## src/rtl/cpu_pkg.sv

```systemverilog
// Shared CPU control types: HI/LO sequencer state encoding and HI/LO source selects.
package cpu_pkg;

  typedef enum logic [2:0] {
    IDLE,
    START,
    RUN,
    WRITE,
    EXC
  } hilo_state_t;

  localparam logic HILO_SEL_MULT = 1'b0;
  localparam logic HILO_SEL_DIV  = 1'b1;

endpackage

```

## src/rtl/hilo_sequencer.sv

```systemverilog
// Sequences one mult/div at a time: start pulse, fixed-latency wait, HI/LO commit,
// divide-by-zero trap and mfhi/mflo read interlock.
//
// state | meaning
// IDLE  | waiting for an operation from the control unit
// START | start pulse to the selected unit, latency counter loaded
// RUN   | counting down the unit latency
// WRITE | commit unit outputs into HI/LO, done pulse
// EXC   | divisor was zero, raise div_by_zero instead of starting
module hilo_sequencer
  import cpu_pkg::*;
#(
  parameter int LAT_MULT = 32,
  parameter int LAT_DIV  = 33
) (
  input  logic        clk,
  input  logic        reset,
  input  logic        op_valid,
  input  logic        op_kind,
  input  logic [31:0] op_b,
  output logic        op_ready,
  input  logic        abort,
  input  logic        hilo_read_req,
  output logic        mult_start,
  output logic        div_start,
  output logic        hi_write,
  output logic        lo_write,
  output logic        hilo_sel,
  output logic        div_by_zero,
  output logic        done,
  output logic        busy,
  output logic        hilo_stall
);

  localparam int LAT_MAX = (LAT_MULT > LAT_DIV) ? LAT_MULT : LAT_DIV;
  localparam int CNT_W   = $clog2(LAT_MAX + 1);
  localparam logic [CNT_W-1:0] MULT_LOAD = CNT_W'(LAT_MULT - 1);
  localparam logic [CNT_W-1:0] DIV_LOAD  = CNT_W'(LAT_DIV - 1);
  localparam logic [CNT_W-1:0] CNT_ONE   = CNT_W'(1);

  hilo_state_t      state, stateNext;
  logic [CNT_W-1:0] cnt, cntNext;
  logic             kindQ;
  logic             accept;
  logic             startPhase, writePhase, excPhase;

  // Gated by reset so every output reads 0 while reset is held.
  assign op_ready = reset & (state == IDLE) & ~abort;
  assign accept   = op_valid & op_ready;

  always_ff @(posedge clk or negedge reset) begin
    if (!reset) begin
      state <= IDLE;
      cnt   <= '0;
      kindQ <= HILO_SEL_MULT;
    end else begin
      state <= stateNext;
      cnt   <= cntNext;
      if (accept) kindQ <= op_kind;
    end
  end

  always_comb begin
    stateNext  = state;
    cntNext    = cnt;
    startPhase = 1'b0;
    writePhase = 1'b0;
    excPhase   = 1'b0;
    case (state)
      IDLE: begin
        if (accept) begin
          stateNext = (op_kind == HILO_SEL_DIV && op_b == '0) ? EXC : START;
        end
      end
      START: begin
        startPhase = 1'b1;
        cntNext    = (kindQ == HILO_SEL_DIV) ? DIV_LOAD : MULT_LOAD;
        stateNext  = RUN;
      end
      RUN: begin
        cntNext = cnt - CNT_ONE;
        if (cnt == CNT_ONE) stateNext = WRITE;
      end
      WRITE: begin
        writePhase = 1'b1;
        stateNext  = IDLE;
      end
      EXC: begin
        excPhase  = 1'b1;
        stateNext = IDLE;
      end
      default: stateNext = IDLE;
    endcase
    if (abort && state != IDLE) stateNext = IDLE;
  end

  // Abort kills side effects in the same cycle it is raised.
  assign mult_start  = startPhase & (kindQ == HILO_SEL_MULT) & ~abort;
  assign div_start   = startPhase & (kindQ == HILO_SEL_DIV) & ~abort;
  assign hi_write    = writePhase & ~abort;
  assign lo_write    = writePhase & ~abort;
  assign done        = writePhase & ~abort;
  assign div_by_zero = excPhase & ~abort;
  assign hilo_sel    = kindQ;
  assign busy        = (state != IDLE);
  assign hilo_stall  = hilo_read_req & busy;

endmodule

```

## config.mk

```make
export PLATFORM = sky130hd
export DESIGN_NAME = hilo_sequencer
export DESIGN_NICKNAME = d
export VERILOG_FILES = /design/src/rtl/cpu_pkg.sv /design/src/rtl/hilo_sequencer.sv
export SDC_FILE = /design/constraint.sdc
export NUM_CORES = 1
export LEC_CHECK = 0
export CAP_MARGIN = 20
export CORE_MARGIN = 2
export CORE_UTILIZATION = 38
export DETAILED_ROUTE_END_ITERATION = 12
export GPL_ROUTABILITY_DRIVEN = 0
export GPL_TIMING_DRIVEN = 0
export PLACE_DENSITY = 0.84
export SYNTH_ARGS = -nofsm -noshare
export SYNTH_HDL_FRONTEND = slang
export SYNTH_SLANG_ARGS = --single-unit
```

## constraint.sdc

```tcl
create_clock -name clk -period 2.2 [get_ports clk]
set_input_delay 0.44 -clock clk [delete_from_list [all_inputs] [get_ports clk]]
set_output_delay 0.44 -clock clk [all_outputs]
set_load 0.1 [all_outputs]
```

**Word level (Yosys, flattened, before mapping)**

Index checks and enable logic that the tools add are counted.

- Input port bits: 38
- Flip-flop bits (word level): 10
- Word-level logic and storage cells: 40
- Output and inout port bits: 10

- Reduce and logical (&&, ||, !) cells: 7
- Muxes and demuxes: 10
- Equality and inequality tests: 7
- Add/subtract/negate cells: 1
- Bitwise operators: 12

Operators with widths:

| operator | count |
|---|---|
| $logic_not 32->1 | 1 |
| $mux 3 | 4 |
| $pmux 6 s2 | 1 |
| $and 1x1->1 | 10 |
| $pmux 3 s3 | 1 |
| $eq 3x2->1 const B | 2 |
| $eq 6x1->1 const B | 1 |
| $mux 6 | 1 |
| $sub 6x1->6 const B | 1 |
| $eq 3x1->1 const B | 1 |
| $eq 3x3->1 const B | 1 |
| $logic_not 3->1 | 1 |
| $mux 1 | 3 |
| $ne 3x2->1 const B | 1 |
| $ne 3x3->1 const B | 1 |
| $reduce_bool 3->1 | 1 |
| $logic_and 1x1->1 | 2 |
| $not 1->1 | 2 |
| $reduce_and 2->1 | 1 |
| $reduce_bool 2->1 | 1 |

**Depth between registers and ports, before layout**

- Word-level depth: 7
- Mapped depth: 6
- Depth with buffers taken out: 6

**Least setup slack after synthesis**

Ideal clock, no wire load.

- Kind: reg2out
- Start: register state[2]
- End: output op_ready
- Setup slack: -1.972 ns
- Arrival: 3.732 ns
- Buffers on the path: 1
- Cell stages (with the launch flop): 5
- Required time: 1.760 ns
- Path through: dfrtp_1 > clkbuf_1 > inv_1 > nand2_1 > nor3b_1

- Cells in the longest elaborated chain, start to end: 3

RTL lines:

| item | line | source |
|---|---|---|
| from (decl) | hilo_sequencer.sv:41 | `hilo_state_t state, stateNext;` |
| from (signal assigned) | hilo_sequencer.sv:57 | `state <= stateNext;` |
| $logic_not 3->1 | hilo_sequencer.sv:48 | `assign op_ready = reset & (state == IDLE) & ~abort;` |
| $and 1x1->1 (2 in a row) | hilo_sequencer.sv:48 |  |
| to (decl) | hilo_sequencer.sv:21 | `output logic op_ready,` |

No other way between the ends.

**Worst setup path in the final report**

- Start: register state[2]
- End: output busy

- Cells in the longest elaborated chain, start to end: 1

RTL lines:

| item | line | source |
|---|---|---|
| $reduce_bool 3->1 | hilo_sequencer.sv:105 | `assign busy = (state != IDLE);` |
| to (decl) | hilo_sequencer.sv:31 | `output logic busy,` |

No other way between the ends.

==> flow_metrics.py <==
metrics = {
    "floorplan": {
        "floorplan.initialDensity_pct": 41.3,
        "dieHeight_um": 48.0,
        "floorplan.die.width_um": 48.0,
        "ios": 48,
        "cell_rows": 15,
        "design.die.area_um2": 2310,
        "fp.coreArea_um2": 1780,
    },
    "place": {
        "numPlacedInstances": 163,
        "dp_hpwl_um": 1900,
        "io_buffers": 47,
        "preCtsSetupSlack_ns": -1.02,
    },
    "synthesis": {
        "syn-mean-instance-area_um2": 8.10,
        "synth_async_sr_flop_share_pct": 100,
        "synth.cells.most_frequent": "sky130_fd_sc_hd__dfrtp_1 (10), sky130_fd_sc_hd__nor2_1 (8), sky130_fd_sc_hd__o21ai_0 (7)",
        "number_of_flops_mapped_to_enable_cells_by_yosys": 0,
        "netlist_area_um2": 737,
        "yosys_register_bits": 10,
        "synthesis.nets": 131,
        "post-synth-top-area-cell": "sky130_fd_sc_hd__dfrtp_1",
        "synth_top_area_share_pct": 34.0,
        "cell_variety_after_synth": 30,
        "synth-main-ff-cell": "sky130_fd_sc_hd__dfrtp_1",
        "syn-instance-count": 91,
        "yosysSeqAreaShare_pct": 34.0,
        "yosys.cell_count.top_type": "sky130_fd_sc_hd__dfrtp_1",
        "synth-warning-count": 0,
        "synth.top_cells.by_area": "sky130_fd_sc_hd__dfrtp_1 (34%), sky130_fd_sc_hd__nor4_1 (5.1%), sky130_fd_sc_hd__nor4b_1 (4.8%)",
    },
    "critical_path": {
        "startpoint_type": "flop",
        "timing.critical_path.to_type": "output pin",
        "critical_path_required_ns": 1.76,
        "critPathArrivalTime_ns": 1.69,
        "worst-setup-path-type": "flop to output pin",
        "worst-path-max-fanout": 10,
    },
    "final_layout": {
        "nets": 183,
        "antennaDiodeCount": 0,
        "syn_to_final_growth_pct": 80.8,
        "final_layout_size_suffix_gt1_share_pct": 21.1,
        "instances_no_fill": 167,
    },
    "sta": {
        "timing_worst_slew_pin_value_ns": 0.953,
        "finClkSkew_ns": 0.00203,
        "drv_slew": 0,
        "setup_failing_eps_final": 0,
        "final_critical_path_setup_slack_ns": 0.0746,
        "max-slew-margin-rel_pct": 36.7,
        "maxClockFrequency_mhz": 470,
        "fin_crit_ns": 2.13,
        "post-route-period-util_pct": 96.6,
        "hold_violations_final": 0,
    },
    "global_routing": {
        "first_global_vias": 859,
        "pin_count_of_the_biggest_net_entering_global_routing": 13,
        "globalRoute.totalOverflow": 0,
        "antenna_found_initial": 0,
        "grt_util_all_layers_pct": 22.5,
        "wire_length_of_the_first_global_routing_pass_um": 3570,
    },
    "status": {
        "run_status": "finished clean",
    },
    "run": {
        "drv.max_cap_violation_count": 0,
    },
    "power_and_ir_drop": {
        "p_per_area_nw_per_um2": 612,
        "irDropWorstVdd_mv": 0.538,
        "power_leakage_nw": 0.528,
    },
    "clock_network": {
        "clock_tree.buffer_depth": 2,
        "clk-insertion-delay-late_ns": 0.27,
        "clkTransAtPathRegs_ns": 0.07,
        "tritoncts": "yes",
        "post-cts-setup-buffer-count": 0,
        "cts_num_sinks": 10,
        "cts_inserted_buffers": 3,
        "cts-root-buf": "sky130_fd_sc_hd__clkbuf_4",
        "cts.hold.buffers_added": 0,
        "htree_levels": 1,
    },
    "routing": {
        "drt_first_iter_violations": 26,
        "route.detailed.wl_per_inst_um": 14.0,
        "routed_wl_um": 2340,
        "drt_drc_violations_left": 0,
        "post_drt_via_cell_ratio": 5.48,
        "drt_pass1_iterations": 4,
        "antenna_violating_nets_post_route": 0,
        "dr_total_vias": 915,
    },
    "worst_hold_path": {
        "timing.hold.worst.class": "primary input to asynchronous set/reset pin",
    },
}
flip-flops by register name, indices dropped and copies added (netlist names):
name,cells
cnt,6
state,3
hilo_sel,1
critical path, stage by stage, from the launching register on:
cell,delay [ns]
sky130_fd_sc_hd__dfrtp_1,0.42
sky130_fd_sc_hd__clkbuf_4,0.24
sky130_fd_sc_hd__clkinvlp_4,0.19
sky130_fd_sc_hd__nand2_2,0.13
sky130_fd_sc_hd__buf_2,0.43
final timing paths:
kind | startpoint | slack [ns] | to | cells past startpoint
max in group asynchronous | reset | 1.58 | hilo_sel | 1
worst max-delay path | state[2] | 0.07 | busy | 4
worst min register to register | cnt[5] | 0.61 | cnt[5] | 2
worst max register to register | cnt[0] | 0.67 | cnt[4] | 5
min in group clk | cnt[5] | 0.61 | cnt[5] | 2
worst min-delay path | reset | 0.24 | cnt[2] | 1
layout by cell type (no fill, tap or decap), drive strengths merged, types with 3 or more instances in the layout:
cell type,Yosys,routed
dfrtp,10,10
inv,5,4
nand3,5,5
nor4b,4,4
buf,2,10
or4,3,3
nor3,5,5
nand2,4,4
nor2,8,8
clkbuf,4,9
dlygate4sd2,0,3
o21ai,7,7
a21oi,4,4
nor4,6,6
clkdlybuf4s50,0,35
kinds of logic after synthesis:
| group | Yosys count | share of synthesized area [%] |
|---|---|---|
| multiplexers | 3 | 4.24 |
| adder cells (fa/ha/maj) | 2 | 3.40 |
| flip-flops | 10 | 34.0 |
| AO/OA/AOI/OAI | 21 | 17.3 |
| buffers and inverters | 11 | 6.62 |
| XOR/XNOR | 1 | 1.19 |
| AND/OR/NAND/NOR | 43 | 33.3 |
power breakdown:
group,leakage (nW),switching (mW),internal [mW]
sequential,0.121,0.0779,0.236
combinational,0.392,0.201,0.163
clock,0.0150,0.0666,0.0703
final cells by class:
cell class / instances / area (um2)
multi-input combinational: 70 / 498
timing repair buffer: 47 / 457
fill: 125 / 450
sequential: 10 / 251
buffer: 6 / 46.3
tap: 25 / 31.3
clock buffer: 4 / 26.3
inverter: 5 / 22.5
what timing repair did:
action | CTS | global route
setup endpoints to repair | 10 | 4
gates resized for setup | 59 | 4
cloned | 0 | 0
metal layers:
metal	GRT usage (%)	wire, um	vias up
li1	-	-	448
met1	25.1	864	403
met2	41.1	1200	58
met3	4.91	225	6
met4	9.19	44	0
met5	0	0	-
through the flow:
step            TNS, ns  power [mW]  utilization, %  area (um2)  hold WS (ns)
3_5_place_dp      -7.36       0.682            73.7        1310         0.591
3_3_place_gp      -7.16       0.659            73.7        1310         0.572
5_1_grt        -0.00940       0.864            74.7        1330         0.287
6_report              0       0.815            74.7        1330         0.242
2_1_floorplan    -0.323       0.537               -         812         0.144
4_1_cts               0       0.811            74.2        1320         0.262
Note: power is estimated with default switching activity, not from simulation.
